## config.mk

```make
export PLATFORM = sky130hd
export DESIGN_NAME = wb_shared_arbiter_flat
export DESIGN_NICKNAME = d
export VERILOG_FILES = /design/src/rtl/wb_shared_arbiter_if.sv /design/src/rtl/wb_shared_arbiter.sv /design/src/flat_wrapper.sv
export SDC_FILE = /design/constraint.sdc
export NUM_CORES = 1
export LEC_CHECK = 0
export ABC_AREA = 1
export BUFFER_PORTS_ARGS = -buffer_cell sky130_fd_sc_hd__clkbuf_2
export CORE_AREA = 2 2 115 117
export CTS_CLUSTER_DIAMETER = 120
export CTS_CLUSTER_SIZE = 12
export DETAILED_ROUTE_END_ITERATION = 16
export DIE_AREA = 0 0 117 119
export GPL_ROUTABILITY_DRIVEN = 0
export REMOVE_ABC_BUFFERS = 1
export SLEW_MARGIN = 40
export SYNTH_ARGS = -nofsm -noshare
export SYNTH_HDL_FRONTEND = slang
export SYNTH_SLANG_ARGS = --single-unit
```

## constraint.sdc

```tcl
create_clock -name sys_clk -period 5 [get_ports sys_clk]
set_clock_uncertainty 0.1 [all_clocks]
set_input_delay 1.5 -clock sys_clk [delete_from_list [all_inputs] [get_ports sys_clk]]
set_output_delay 1.5 -clock sys_clk [all_outputs]
set_load 0.1 [all_outputs]
```

## src/rtl/wb_shared_arbiter_if.sv

```systemverilog
// Bus bundle for wb_shared_arbiter: two Wishbone masters, one shared slave port, status.
// The slave modport is the arbiter's view; the master modport is the surrounding system's view.
interface wb_shared_arbiter_if;
  logic        m0_cyc, m0_stb, m0_we;
  logic [31:0] m0_adr, m0_dat;
  logic [3:0]  m0_sel;
  logic        m0_ack, m0_err;
  logic        m1_cyc, m1_stb, m1_we;
  logic [31:0] m1_adr, m1_dat;
  logic [3:0]  m1_sel;
  logic        m1_ack, m1_err;
  logic        s_cyc, s_stb, s_we;
  logic [31:0] s_adr, s_dat_o;
  logic [3:0]  s_sel;
  logic        s_ack;
  logic [31:0] s_dat_i, rd_dat;
  logic [1:0]  grant;
  logic [7:0]  timeout_cnt;

  modport slave (
    input  m0_cyc, m0_stb, m0_we, m0_adr, m0_dat, m0_sel,
    input  m1_cyc, m1_stb, m1_we, m1_adr, m1_dat, m1_sel,
    input  s_ack, s_dat_i,
    output m0_ack, m0_err, m1_ack, m1_err,
    output s_cyc, s_stb, s_we, s_adr, s_dat_o, s_sel,
    output rd_dat, grant, timeout_cnt
  );

  modport master (
    output m0_cyc, m0_stb, m0_we, m0_adr, m0_dat, m0_sel,
    output m1_cyc, m1_stb, m1_we, m1_adr, m1_dat, m1_sel,
    output s_ack, s_dat_i,
    input  m0_ack, m0_err, m1_ack, m1_err,
    input  s_cyc, s_stb, s_we, s_adr, s_dat_o, s_sel,
    input  rd_dat, grant, timeout_cnt
  );
endinterface

```

## src/rtl/wb_shared_arbiter.sv

```systemverilog
// Two-master Wishbone arbiter (CPU=m0, DMA=m1) for the shared memory slave port, with ack timeout.
// Define WB_ARB_ROUND_ROBIN_EN to break simultaneous requests round-robin instead of DMA-first.
module wb_shared_arbiter #(
  parameter int unsigned TIMEOUT_CYCLES = 255,
  parameter int unsigned HOLD_MAX       = 64
) (
  input logic                  sys_clk,
  input logic                  reset,
  wb_shared_arbiter_if.slave   bus
);

  typedef enum logic [1:0] {IDLE, OWN0, OWN1, ABORT} state_e;

  state_e     state_q, state_d;
  logic [1:0] grant_q, grant_d;
  logic [1:0] err_q, err_d;
  logic [7:0] wait_q, wait_d;
  logic [7:0] hold_q, hold_d;
  logic [7:0] tcnt_q, tcnt_d;
  logic       last_q, last_d;
  logic       handoff_q, handoff_d;

  logic       own_cyc, own_stb, oth_cyc, beat, pick1;
  logic [7:0] hold_inc, wait_inc;

  always_comb begin
    own_cyc  = (state_q == OWN1) ? bus.m1_cyc : bus.m0_cyc;
    own_stb  = (state_q == OWN1) ? bus.m1_stb : bus.m0_stb;
    oth_cyc  = (state_q == OWN1) ? bus.m0_cyc : bus.m1_cyc;
    beat     = bus.s_ack & own_stb;
    hold_inc = (hold_q == 8'hFF) ? hold_q : hold_q + 8'd1;
    wait_inc = wait_q + 8'd1;

`ifdef WB_ARB_ROUND_ROBIN_EN
    pick1 = (bus.m0_cyc && bus.m1_cyc) ? ~last_q : bus.m1_cyc;
`else
    pick1 = bus.m1_cyc;
`endif
    // After a forced release the waiting master gets the bus regardless of tie-break policy
    if (handoff_q && (last_q ? bus.m0_cyc : bus.m1_cyc))
      pick1 = ~last_q;

    state_d   = state_q;
    grant_d   = grant_q;
    err_d     = '0;
    wait_d    = wait_q;
    hold_d    = hold_q;
    tcnt_d    = tcnt_q;
    last_d    = last_q;
    handoff_d = handoff_q;

    case (state_q)
      IDLE: begin
        wait_d    = '0;
        hold_d    = '0;
        handoff_d = 1'b0;
        if (bus.m0_cyc || bus.m1_cyc) begin
          state_d = pick1 ? OWN1 : OWN0;
          grant_d = pick1 ? 2'b10 : 2'b01;
          last_d  = pick1;
        end
      end
      OWN0, OWN1: begin
        if (!own_cyc) begin
          state_d = IDLE;
          grant_d = '0;
          wait_d  = '0;
        end else if (beat) begin
          wait_d = '0;
          hold_d = hold_inc;
          if (32'(hold_inc) >= HOLD_MAX && oth_cyc) begin
            state_d   = IDLE;
            grant_d   = '0;
            handoff_d = 1'b1;
          end
        end else if (own_stb) begin
          wait_d = wait_inc;
          if (32'(wait_inc) >= TIMEOUT_CYCLES) begin
            state_d = ABORT;
            grant_d = '0;
            wait_d  = '0;
            err_d   = (state_q == OWN1) ? 2'b10 : 2'b01;
            tcnt_d  = (tcnt_q == 8'hFF) ? tcnt_q : tcnt_q + 8'd1;
          end
        end else begin
          wait_d = '0;
        end
      end
      default: begin
        state_d = IDLE;
        grant_d = '0;
      end
    endcase
  end

  always_ff @(posedge sys_clk or posedge reset) begin
    if (reset) begin
      state_q   <= IDLE;
      grant_q   <= '0;
      err_q     <= '0;
      wait_q    <= '0;
      hold_q    <= '0;
      tcnt_q    <= '0;
      last_q    <= 1'b0;
      handoff_q <= 1'b0;
    end else begin
      state_q   <= state_d;
      grant_q   <= grant_d;
      err_q     <= err_d;
      wait_q    <= wait_d;
      hold_q    <= hold_d;
      tcnt_q    <= tcnt_d;
      last_q    <= last_d;
      handoff_q <= handoff_d;
    end
  end

  logic        s_cyc_c, s_stb_c, s_we_c, m0_ack_c, m1_ack_c;
  logic [31:0] s_adr_c, s_dat_c;
  logic [3:0]  s_sel_c;

  always_comb begin
    s_cyc_c  = 1'b0;
    s_stb_c  = 1'b0;
    s_we_c   = 1'b0;
    s_adr_c  = '0;
    s_dat_c  = '0;
    s_sel_c  = '0;
    m0_ack_c = 1'b0;
    m1_ack_c = 1'b0;
    case (state_q)
      OWN0: begin
        s_cyc_c  = bus.m0_cyc;
        s_stb_c  = bus.m0_stb;
        s_we_c   = bus.m0_we;
        s_adr_c  = bus.m0_adr;
        s_dat_c  = bus.m0_dat;
        s_sel_c  = bus.m0_sel;
        m0_ack_c = bus.s_ack & bus.m0_stb;
      end
      OWN1: begin
        s_cyc_c  = bus.m1_cyc;
        s_stb_c  = bus.m1_stb;
        s_we_c   = bus.m1_we;
        s_adr_c  = bus.m1_adr;
        s_dat_c  = bus.m1_dat;
        s_sel_c  = bus.m1_sel;
        m1_ack_c = bus.s_ack & bus.m1_stb;
      end
      default: ;
    endcase
  end

  assign bus.s_cyc       = s_cyc_c;
  assign bus.s_stb       = s_stb_c;
  assign bus.s_we        = s_we_c;
  assign bus.s_adr       = s_adr_c;
  assign bus.s_dat_o     = s_dat_c;
  assign bus.s_sel       = s_sel_c;
  assign bus.m0_ack      = m0_ack_c;
  assign bus.m1_ack      = m1_ack_c;
  assign bus.m0_err      = err_q[0];
  assign bus.m1_err      = err_q[1];
  assign bus.rd_dat      = bus.s_dat_i;
  assign bus.grant       = grant_q;
  assign bus.timeout_cnt = tcnt_q;

endmodule

```

## src/flat_wrapper.sv

```systemverilog
// flat-port wrapper written by rule: the top's interface ports become plain ports
module wb_shared_arbiter_flat 
#(
  parameter int unsigned TIMEOUT_CYCLES = 255,
  parameter int unsigned HOLD_MAX       = 64
)
  (sys_clk, reset, bus_m0_cyc, bus_m0_stb, bus_m0_we, bus_m0_adr, bus_m0_dat, bus_m0_sel, bus_m1_cyc, bus_m1_stb, bus_m1_we, bus_m1_adr, bus_m1_dat, bus_m1_sel, bus_s_ack, bus_s_dat_i, bus_m0_ack, bus_m0_err, bus_m1_ack, bus_m1_err, bus_s_cyc, bus_s_stb, bus_s_we, bus_s_adr, bus_s_dat_o, bus_s_sel, bus_rd_dat, bus_grant, bus_timeout_cnt);
  wb_shared_arbiter_if bus_i ();
  input logic sys_clk;
  input logic reset;
  input wire logic [$bits(bus_i.m0_cyc)-1:0] bus_m0_cyc;
  input wire logic [$bits(bus_i.m0_stb)-1:0] bus_m0_stb;
  input wire logic [$bits(bus_i.m0_we)-1:0] bus_m0_we;
  input wire logic [$bits(bus_i.m0_adr)-1:0] bus_m0_adr;
  input wire logic [$bits(bus_i.m0_dat)-1:0] bus_m0_dat;
  input wire logic [$bits(bus_i.m0_sel)-1:0] bus_m0_sel;
  input wire logic [$bits(bus_i.m1_cyc)-1:0] bus_m1_cyc;
  input wire logic [$bits(bus_i.m1_stb)-1:0] bus_m1_stb;
  input wire logic [$bits(bus_i.m1_we)-1:0] bus_m1_we;
  input wire logic [$bits(bus_i.m1_adr)-1:0] bus_m1_adr;
  input wire logic [$bits(bus_i.m1_dat)-1:0] bus_m1_dat;
  input wire logic [$bits(bus_i.m1_sel)-1:0] bus_m1_sel;
  input wire logic [$bits(bus_i.s_ack)-1:0] bus_s_ack;
  input wire logic [$bits(bus_i.s_dat_i)-1:0] bus_s_dat_i;
  output wire logic [$bits(bus_i.m0_ack)-1:0] bus_m0_ack;
  output wire logic [$bits(bus_i.m0_err)-1:0] bus_m0_err;
  output wire logic [$bits(bus_i.m1_ack)-1:0] bus_m1_ack;
  output wire logic [$bits(bus_i.m1_err)-1:0] bus_m1_err;
  output wire logic [$bits(bus_i.s_cyc)-1:0] bus_s_cyc;
  output wire logic [$bits(bus_i.s_stb)-1:0] bus_s_stb;
  output wire logic [$bits(bus_i.s_we)-1:0] bus_s_we;
  output wire logic [$bits(bus_i.s_adr)-1:0] bus_s_adr;
  output wire logic [$bits(bus_i.s_dat_o)-1:0] bus_s_dat_o;
  output wire logic [$bits(bus_i.s_sel)-1:0] bus_s_sel;
  output wire logic [$bits(bus_i.rd_dat)-1:0] bus_rd_dat;
  output wire logic [$bits(bus_i.grant)-1:0] bus_grant;
  output wire logic [$bits(bus_i.timeout_cnt)-1:0] bus_timeout_cnt;
  assign bus_i.m0_cyc = bus_m0_cyc;
  assign bus_i.m0_stb = bus_m0_stb;
  assign bus_i.m0_we = bus_m0_we;
  assign bus_i.m0_adr = bus_m0_adr;
  assign bus_i.m0_dat = bus_m0_dat;
  assign bus_i.m0_sel = bus_m0_sel;
  assign bus_i.m1_cyc = bus_m1_cyc;
  assign bus_i.m1_stb = bus_m1_stb;
  assign bus_i.m1_we = bus_m1_we;
  assign bus_i.m1_adr = bus_m1_adr;
  assign bus_i.m1_dat = bus_m1_dat;
  assign bus_i.m1_sel = bus_m1_sel;
  assign bus_i.s_ack = bus_s_ack;
  assign bus_i.s_dat_i = bus_s_dat_i;
  assign bus_m0_ack = bus_i.m0_ack;
  assign bus_m0_err = bus_i.m0_err;
  assign bus_m1_ack = bus_i.m1_ack;
  assign bus_m1_err = bus_i.m1_err;
  assign bus_s_cyc = bus_i.s_cyc;
  assign bus_s_stb = bus_i.s_stb;
  assign bus_s_we = bus_i.s_we;
  assign bus_s_adr = bus_i.s_adr;
  assign bus_s_dat_o = bus_i.s_dat_o;
  assign bus_s_sel = bus_i.s_sel;
  assign bus_rd_dat = bus_i.rd_dat;
  assign bus_grant = bus_i.grant;
  assign bus_timeout_cnt = bus_i.timeout_cnt;
  wb_shared_arbiter #(.TIMEOUT_CYCLES(TIMEOUT_CYCLES), .HOLD_MAX(HOLD_MAX)) u_core (.sys_clk(sys_clk), .reset(reset), .bus(bus_i));
endmodule
```

---- After elaboration in Yosys (flattened, before gate mapping) ----
Index checks and enable logic that the tools add are counted.
Widths: inputs -> output; s select.
cells by class
  $add $sub $neg .......................... 3
  bitwise operators ....................... 6
  divide/modulo/power cells ............... 0
  multiply operators ...................... 0
  multiplexer cells ....................... 45
  reductions and logical operators ........ 11
  equal/unequal tests ..................... 11
  $lt $le $gt $ge ......................... 2
  shifts and indexed selects .............. 0
operators with widths
  kind                 number
  $pmux 32 s2          2
  $mux 8               7
  $mux 2               17
  $pmux 8 s2           2
  $add 8x1->8 const B  3
  $eq 8x8->1 const B   2
  $ne 4x4->1 const B   3
  $mux 1               10
  $ge 8x7->1 const B   1
  $ge 8x8->1 const B   1
  $ne 2x1->1 const B   4
  $pmux 1 s2           4
  $pmux 2 s2           2
  $pmux 4 s2           1
  $reduce_and 4->1     2
  $reduce_and 6->1     1
  $and 1x1->1          3
  $not 1->1            3
  $reduce_and 3->1     1
  $eq 2x1->1 const B   1
  $eq 2x2->1 const B   1
  $logic_and 1x1->1    2
  $logic_not 2->1      1
  $reduce_and 2->1     1
  3 further kinds      3
word-level totals
  output and inout bits ................... 117
  register bits ........................... 32
  memory bits (read-only) ................. 0
  bits in writable memories ............... 0
  memories ................................ 0
  input bits .............................. 177
  word-level logic and storage cells ...... 86
  bits in latches ......................... 0

---- Logic depth before layout (Yosys ltp) ----
Gate-level depths: netlist of the first run.
  depth after elaboration ................. 8
  depth in mapped cells ................... 12
  gate-level depth less buffers ........... 12

---- Least setup slack after synthesis of the first run ----
OpenSTA, ideal clock, no wires.
  path kind ............................... input -> output
  start ................................... in bus_m1_stb
  end ..................................... out bus_s_stb
  path buffers ............................ 0
  path slack .............................. 0.335 ns
  stages on the path ...................... 2
  required time ........................... 3.400 ns
  data arrival time ....................... 3.065 ns
  path through ............................ nand2_1 > a21oi_1
between the ends
  longest elaborated chain between the ends .. 1
ends and longest elaborated chain
  what                RTL line                  source
  start: declaration  flat_wrapper.sv:18        input wire logic [$bits(bus_i.m1_stb)-1:0] bus_m1_stb;
  $pmux 1 s2          wb_shared_arbiter.sv:131  case (state_q)
  end: declaration    flat_wrapper.sv:30        output wire logic [$bits(bus_i.s_stb)-1:0] bus_s_stb;
Every way passes these cells.

---- Worst setup path after layout of the first run ----
  start ................................... in bus_m1_cyc
  end ..................................... out bus_s_cyc
between the ends
  longest elaborated chain between the ends .. 1
ends and longest elaborated chain
  what                RTL line                  source
  start: declaration  flat_wrapper.sv:17        input wire logic [$bits(bus_i.m1_cyc)-1:0] bus_m1_cyc;
  $pmux 1 s2          wb_shared_arbiter.sv:131
  end: declaration    flat_wrapper.sv:29        output wire logic [$bits(bus_i.s_cyc)-1:0] bus_s_cyc;
Every way passes these cells.

==> metrics.txt, run 1 <==
I/O Pins just under 300; Pleak 2.34 nW; wire per inst between 10 and 15 um; Seq/Total Area, Yosys 0.244; Layout Cells excl Fill 908; Unique masters post-synth 36; outcome complete, no violations; Worst Path Arrival 2.45 ns; setup total negative slack 0 ns; met1 usage 0.210; Chip Width around 120 um; CTS resizes 0; R2R Path Start u_core.wait_q[1]; Post-Syn Instances 548; first-pass GRT wire length 17.8 mm; grt ovf 0; largest cells by area after synthesis nand2_1 (25%), dfrtp_1 (24%), a21oi_1 (12%), buf_4 (7.3%), inv_1 (4.5%); Worst Setup Slack, final 0.952 ns; VDD IR max slightly below 0.5 mV; final instance area about 4500 um2; Main synth FF type dfrtp_1; RSZ-0062 raised after global routing no; reg2reg end u_core.bus.timeout_cnt[4]; hold depth 2; Ant. Diodes 0; Synth top area share 0.246; startpoint types input port; mapped cell area between 3000 and 4000 um2; Tot Pwr 3.25 mW; placed cell area 4380 um2; drt initial violations 308; hold_sp u_core.bus.grant[0]; max-slew violation count 0; CTS Hold Bufs 0; initial antenna violation count 0; CP endpoint kind output port; root buffer cell clkbuf_16; Sink Count 32; Util after Layout 0.351; drt total wl 12.4 mm; setup repair bufs after CTS 0; worst hold margin 0.374 ns; R2R setup slack 2.73 ns; share of flip-flops with an asynchronous set or reset 1.00; worst skew pair latency roughly 0.27 ns; Yosys top cell by area nand2_1; via/cell ratio 4.50; H-tree levels 2; met3 Resource Use GR 0.0672; Post-route DRC 0; Cells after DPL 901; IO buf count between 200 and 250; vias after detailed routing 4085; CORE AREA roughly 13000 um2; warnings from Yosys 0; grt peak-use layer met2; r2r worst-path depth 10; final setup fails 0; Routed Antenna Nets 0; Post-Syn Area per Cell 5.99 um2; critical path class input port to output port; die area 13900 um2; Final Cycle Share 0.810; cts bufs inserted 5; vias in the first global route 3445; Endpoint, Worst Hold u_core.bus.grant[0]; NumNets Final 917; Site Rows 42; Die Span Y 119 um; Final Hold Vio Count 0; Worst-Margin Slew 0.664 ns; Clock Tree Buf Depth 2; Critical Path RT 3.40 ns; Post-synth EDFFs 0; CTS tree done; pwr/cell area ~720 nW/um2; post-route minimum period 4.05 ns; Layout area overhead 37.6%; GRT Overall Usage 0.161; CP max FO 5; Rel. slew slack 0.555; Initial Util 0.255; final HPWL from detailed placement 9.76 mm; Min-Delay Path Class flop to flop; largest net degree at the start of global routing 70; GR Util met2 0.253; TritonRoute pass-1 iters 4; FF+latch count, synth 32; layout cell share with drive strength beyond 1 0.366; fmax between 200 and 250 MHz; # Max-Cap Violations 0; Setup WS pre-CTS 0.955 ns; Worst-path clk slew about 0.050 ns
-- area by class of cell --
cell class,count,area [um2]
Clock buffer,6,129
Tap cell,176,220
Multi-Input combinational cell,417,1980
Inverter,43,161
Sequential cell,32,801
Timing Repair Buffer,233,1210
Fill cell,1410,8360
Clock inverter,1,5.00
-- cells in the mapped netlist, drive strengths merged, types with 2 or more instances --
cell type and n:
inv 42, nor4 2, nand2 222, dfrtp 32, xor2 2, o21ai 17
o22ai 2, nor3 6, clkbuf 15, o211ai 2, xnor2 2, ha 8
nand4 11, buf 41, nand3 32, a21oi 77, nor2 29
-- layout by cell type, fill, tap and decap left out, types with 2 or more instances in the layout --
| cell type | count |
|---|---|
| clkbuf_2 | 229 |
| nand2_1 | 215 |
| a21oi_1 | 76 |
| inv_1 | 39 |
| dfrtp_1 | 32 |
| nand3_1 | 27 |
| nor2_1 | 21 |
| o21ai_0 | 13 |
| nand4_1 | 11 |
| nand2_2 | 6 |
| nor2_2 | 6 |
| ha_1 | 6 |
| nor3_1 | 5 |
| nand3_2 | 5 |
| clkbuf_16 | 5 |
| inv_2 | 3 |
| buf_12 | 3 |
| o21ai_1 | 2 |
| o21ai_2 | 2 |
| xnor2_1 | 2 |
| nor2_4 | 2 |
| nor4_1 | 2 |
| o22ai_1 | 2 |
| xor2_1 | 2 |
| o211ai_1 | 2 |
| ha_2 | 2 |
-- how the worst max path moves through the flow --
| stage | from | cells past startpoint | slack (ns) | end |
|---|---|---|---|---|
| finish | bus_m1_cyc | 4 | 0.95 | bus_s_cyc |
| global route | u_core.state_q[1] | 6 | 0.88 | bus_s_dat_o[5] |
| CTS | bus_m0_cyc | 4 | 0.95 | bus_s_cyc |
| detailed placement | bus_m0_cyc | 4 | 0.95 | bus_s_cyc |
| global placement | bus_m0_dat[9] | 4 | 0.95 | bus_s_dat_o[9] |
| floorplan | u_core.state_q[0] | 4 | -0.27 | bus_s_stb |
-- registers in the layout (all words and copies together), names as in the netlist --
name	flops
u_core.bus.grant	2
u_core.wait_q	8
u_core.last_q	1
u_core.handoff_q	1
u_core.bus.timeout_cnt	8
u_core.hold_q	8
u_core.state_q	2
u_core.err_q	2
-- kinds of logic (layout without fill, tap and decap cells) --
logic type | after synthesis | count (layout) | share of synthesized area
flops | 32 | 32 | 0.244
xor+xnor | 4 | 4 | 0.0107
buf+inv | 99 | 283 | 0.153
compound gates | 101 | 101 | 0.163
fa+ha+maj | 8 | 8 | 0.0305
simple gates | 304 | 304 | 0.399
-- per-layer routing --
layer  wire length [um]  part of all wire  vias up
li1                   -                 -     2105
met5                  0                 0        -
met3               1330              0.11        7
met1               5440              0.44     1789
met4                 66            0.0053        0
met2               5580              0.45      184
-- worst max-delay path, cell delays in order --
cell and delay [ns]:
clkbuf_2 0.13, nand2_1 0.08, a21oi_1 0.23, clkbuf_2 0.51
-- power breakdown --
part / leakage [nW] / switching, mW / internal (mW)
logic: 1.84 / 2.25 / 0.409
clock network: 0.0667 / 0.107 / 0.181
registers: 0.438 / 0.0226 / 0.288
total: 2.34 / 2.38 / 0.878
No activity file was read; power rests on OpenSTA's default activity.
==> run 2: changes to the inputs <==
- CORE_AREA: 2 2 115 117 -> 2 2 113 115
- DIE_AREA: 0 0 117 119 -> 0 0 115 117
- clock period: 5 -> 4.04 ns (I/O delays scaled with it)
==> metrics.txt, run 2 (synthesis gave the netlist of run 1 again) <==
startpoint types flop; Chip Width 115 um; met1 usage 0.232; cts bufs inserted 5; Switching Power 2.96 mW; CP Depth 6; final setup fails 0; GR Util met2 0.249; Largest delay share family, worst path buffers and inverters; CTS tree done; vias in the first global route around 3500; grt peak-use layer met2; Rel. slew slack 0.492; Die Span Y around 120 um; CTS resizes 0; final HPWL from detailed placement 10.2 mm; Clk pwr share 0.095; via/cell ratio 4.67; largest net degree at the start of global routing 56; Critical Path RT 2.73 ns; R2R Path Start u_core.wait_q[1]; Clock Tree Buf Depth 2; Initial Util 0.266; critical path class flop to output port; Worst-Margin Slew 0.757 ns; Min-Delay Path Class flop to flop; H-tree levels 2; Pleak ~2.4 nW; commonest non-fill, non-tap cell in the layout clkbuf_2; TritonRoute pass-1 iters 4; Ant. Diodes 0; grt ovf 0; Worst Setup Slack, final 0.289 ns; CP max FO 46; Routed Antenna Nets 0; Pint 1.11 mW; Final Cycle Share 0.928; r2r worst-path depth 10; Sink Count 32; Seq pwr share 0.094; reg2reg end u_core.bus.timeout_cnt[4]; NumNets Final just over 900; R2R setup slack 1.67 ns; met3 Resource Use GR 0.0608; IO buf count 229; root buffer cell clkbuf_16; final instance area 4510 um2; I/O Pins 294; fmax 267 MHz; outcome complete, no violations; first-pass GRT wire length 17.7 mm; Setup crit end bus_s_sel[0]; worst skew pair latency 0.28 ns; CORE AREA 12300 um2; Layout area overhead 37.5%; max-slew violation count 0; VDD IR max 0.527 mV; CP endpoint kind output port; Critical Path Max Stage Delay 0.51 ns; # Max-Cap Violations 0; placed cell area about 4400 um2; Crit. Startpoint u_core.state_q[0]; Net Sw Frac 0.726; Post-route DRC 0; drt total wl 12.8 mm; Comb power frac 0.811; pwr/cell area 903 nW/um2; Final Hold Vio Count 0; crit-path cells inv_1 -> ha_1 -> inv_2 -> buf_12 -> a21oi_1 -> clkbuf_2; CTS Hold Bufs 0; Site Rows 41; most frequent cells in the layout clkbuf_2 (229), nand2_1 (215), a21oi_1 (76), inv_1 (39), dfrtp_1 (32); wire per inst 14.5 um; Worst Path Arrival 2.44 ns; slowest CP cell clkbuf_2; RSZ-0062 raised after global routing no; Worst-path clk slew approximately 0.050 ns; drt initial violations 213; initial antenna violation count 0; GRT Overall Usage 0.168; vias after detailed routing 4133; post-route minimum period around 3.8 ns; Setup WS pre-CTS 0.557 ns; layout cell share with drive strength beyond 1 0.370; setup repair bufs after CTS 0; die area 13500 um2; Buf/Inv on CP 4
[run 2: how the worst min path moves through the flow]
stage	startpoint	cells past startpoint	end	slack (ns)
global route	u_core.bus.grant[1]	2	u_core.bus.grant[1]	0.41
floorplan	u_core.handoff_q	1	u_core.handoff_q	0.36
finish	u_core.bus.grant[1]	2	u_core.bus.grant[1]	0.38
detailed placement	u_core.bus.grant[1]	2	u_core.bus.grant[1]	0.37
CTS	u_core.bus.grant[1]	2	u_core.bus.grant[1]	0.38
global placement	u_core.bus.grant[0]	2	u_core.bus.grant[0]	0.36
[run 2: power groups by stage]
stage / Combinational (mW) / Clock, mW / Sequential, mW
CTS: 3.33 / 0.389 / 0.384
global placement: 3.33 / 0 / 0.388
floorplan: 2.62 / 0 / 0.435
finish: 3.31 / 0.385 / 0.383
detailed placement: 3.32 / 0 / 0.389
global route: 3.49 / 0.405 / 0.390
[run 2: cell type report]
type	count	area [um2]
multi-input cells	417	1980
clock buffers	6	139
repair buffers	235	1230
inverters	43	161
flip-flops and latches	32	801
fillers	1346	7800
clock inverters	2	10.0
well taps	150	188
[run 2: metrics by stage]
| stage | instances | util | hold slack [ns] | total power [mW] | TNS (ns) |
|---|---|---|---|---|---|
| global route | 885 | 0.366 | 0.414 | 4.28 | 0 |
| CTS | 885 | 0.366 | 0.384 | 4.10 | 0 |
| finish | 885 | 0.366 | 0.383 | 4.08 | 0 |
| floorplan | 492 | - | 0.364 | 3.05 | -50.44 |
| global placement | 877 | 0.354 | 0.363 | 3.72 | 0 |
| detailed placement | 877 | 0.354 | 0.371 | 3.71 | 0 |
[run 2: metal layers]
layer	vias to the layer above	wire (um)	share of wire
li1	2106	-	-
met1	1828	5770	0.45
met2	189	5640	0.44
met3	10	1250	0.098
met4	0	129	0.010
met5	-	0	0
[run 2: tightest hold or removal path: stages, from the launching register on]
cell and delay, ns:
dfrtp_1 0.35, nand2_1 0.06, nand2_1 0.05
==> run 3: changes to the inputs <==
- BUFFER_PORTS_ARGS: -buffer_cell sky130_fd_sc_hd__clkbuf_2 -> -buffer_cell sky130_fd_sc_hd__buf_4
==> metrics.txt, run 3 (synthesis gave the netlist of run 1 again) <==
outcome complete, no violations; Final Hold Vio Count 0; TritonRoute pass-1 iters 5; die area 13500 um2; Final Cycle Share 0.866; Rel. slew slack 0.498; Worst-Margin Slew 0.749 ns; Cells after DPL 881; CTS Hold Bufs 0; Pleak 2.53 nW; drt initial violations 330; pwr/cell area 843 nW/um2; Post-route DRC 0; Critical Path RT 2.73 ns; Tot Pwr 4.29 mW; # Max-Cap Violations 0; largest net degree at the start of global routing 53; final setup fails 0; vias in the first global route 3645; post-route minimum period 3.50 ns; Worst Path Arrival 2.19 ns; H-tree levels 2; Util after Layout 0.413; Ant. Diodes 0; Worst Setup Slack, final 0.543 ns; CTS tree done; CP endpoint kind output port; Min-Delay Path Class flop to flop; setup total negative slack 0 ns; vias after detailed routing 4290; GRT Overall Usage 0.180; NumNets Final between 900 and 1000; setup repair bufs after CTS 0; grt ovf 0; commonest non-fill, non-tap cell in the layout buf_4; VDD IR max 0.344 mV; Layout Cells excl Fill around 890; final HPWL from detailed placement 11.1 mm; worst skew pair latency 0.28 ns; layout cell share with drive strength beyond 1 0.371; max-slew violation count 0; CORE AREA 12300 um2; wire per inst 15.6 um; final instance area 5090 um2; Initial Util 0.266; Die Span Y 117 um; Chip Width 115 um; worst hold margin 0.372 ns; placed cell area 4950 um2; first-pass GRT wire length 18.9 mm; startpoint types flop; I/O Pins slightly below 300; fmax ~290 MHz; cts bufs inserted 5; Sink Count 32; IO buf count between 200 and 250; via/cell ratio 4.83; Setup WS pre-CTS 0.612 ns; drt total wl ~14 mm; critical path class flop to output port; Worst-path clk slew 0.05 ns; Site Rows 41; root buffer cell clkbuf_16; Routed Antenna Nets 0; CTS resizes 0; RSZ-0062 raised after global routing no; initial antenna violation count 0; most frequent cells in the layout buf_4 (237), nand2_1 (215), a21oi_1 (76), inv_1 (39), dfrtp_1 (32); CP max FO 18; Clock Tree Buf Depth 2; Layout area overhead 55.1%
## run 3: cell count changes in the layout (fill, tap and decap cells not counted)
cell and change:
buf_4 +234, clkbuf_2 -229, buf_12 -1, clkbuf_1 +1, clkbuf_8 -1, clkinv_2 -1
## run 3: metal layers
| metal | track usage | routed length [um] | vias to the layer above |
|---|---|---|---|
| li1 | - | - | 2112 |
| met3 | 0.0654 | 1310 | 8 |
| met4 | 0.0353 | 102 | 0 |
| met5 | 0.0148 | 0 | - |
| met1 | 0.247 | 6120 | 1951 |
| met2 | 0.271 | 6300 | 219 |
## run 3: worst max-delay path, cell delays in order (launching register included)
cell and delay, ns:
dfrtp_1 0.40, inv_1 0.10, ha_2 0.48, buf_4 0.29, nand2_1 0.07, a21oi_1 0.23, buf_4 0.34
## run 3: path summary, 6_finish.rpt
check	from	endpoint	slack, ns	cells past startpoint
min	u_core.bus.grant[0]	u_core.bus.grant[0]	0.37	2
min in group asynchronous	reset	u_core.bus.timeout_cnt[6]	0.92	3
min reg2reg	u_core.bus.grant[0]	u_core.bus.grant[0]	0.37	2
max in group asynchronous	reset	u_core.bus.grant[0]	2.61	3
max reg2reg	u_core.state_q[0]	u_core.state_q[0]	1.48	11
max	u_core.state_q[0]	bus_s_sel[0]	0.54	6
## run 3: where the power goes
part	internal (mW)	switching, mW
clock	0.223	0.129
sequential	0.356	0.0263
combinational	0.729	2.83
total	1.31	2.98
## run 3: area by class of cell
class / instances / area, um2
Sequential cell: 32 / 801
Clock inverter: 1 / 5.00
Tap cell: 150 / 188
Timing Repair Buffer: 239 / 1820
Inverter: 43 / 161
Clock buffer: 6 / 129
Multi-Input combinational cell: 417 / 1980
Fill cell: 1314 / 7220
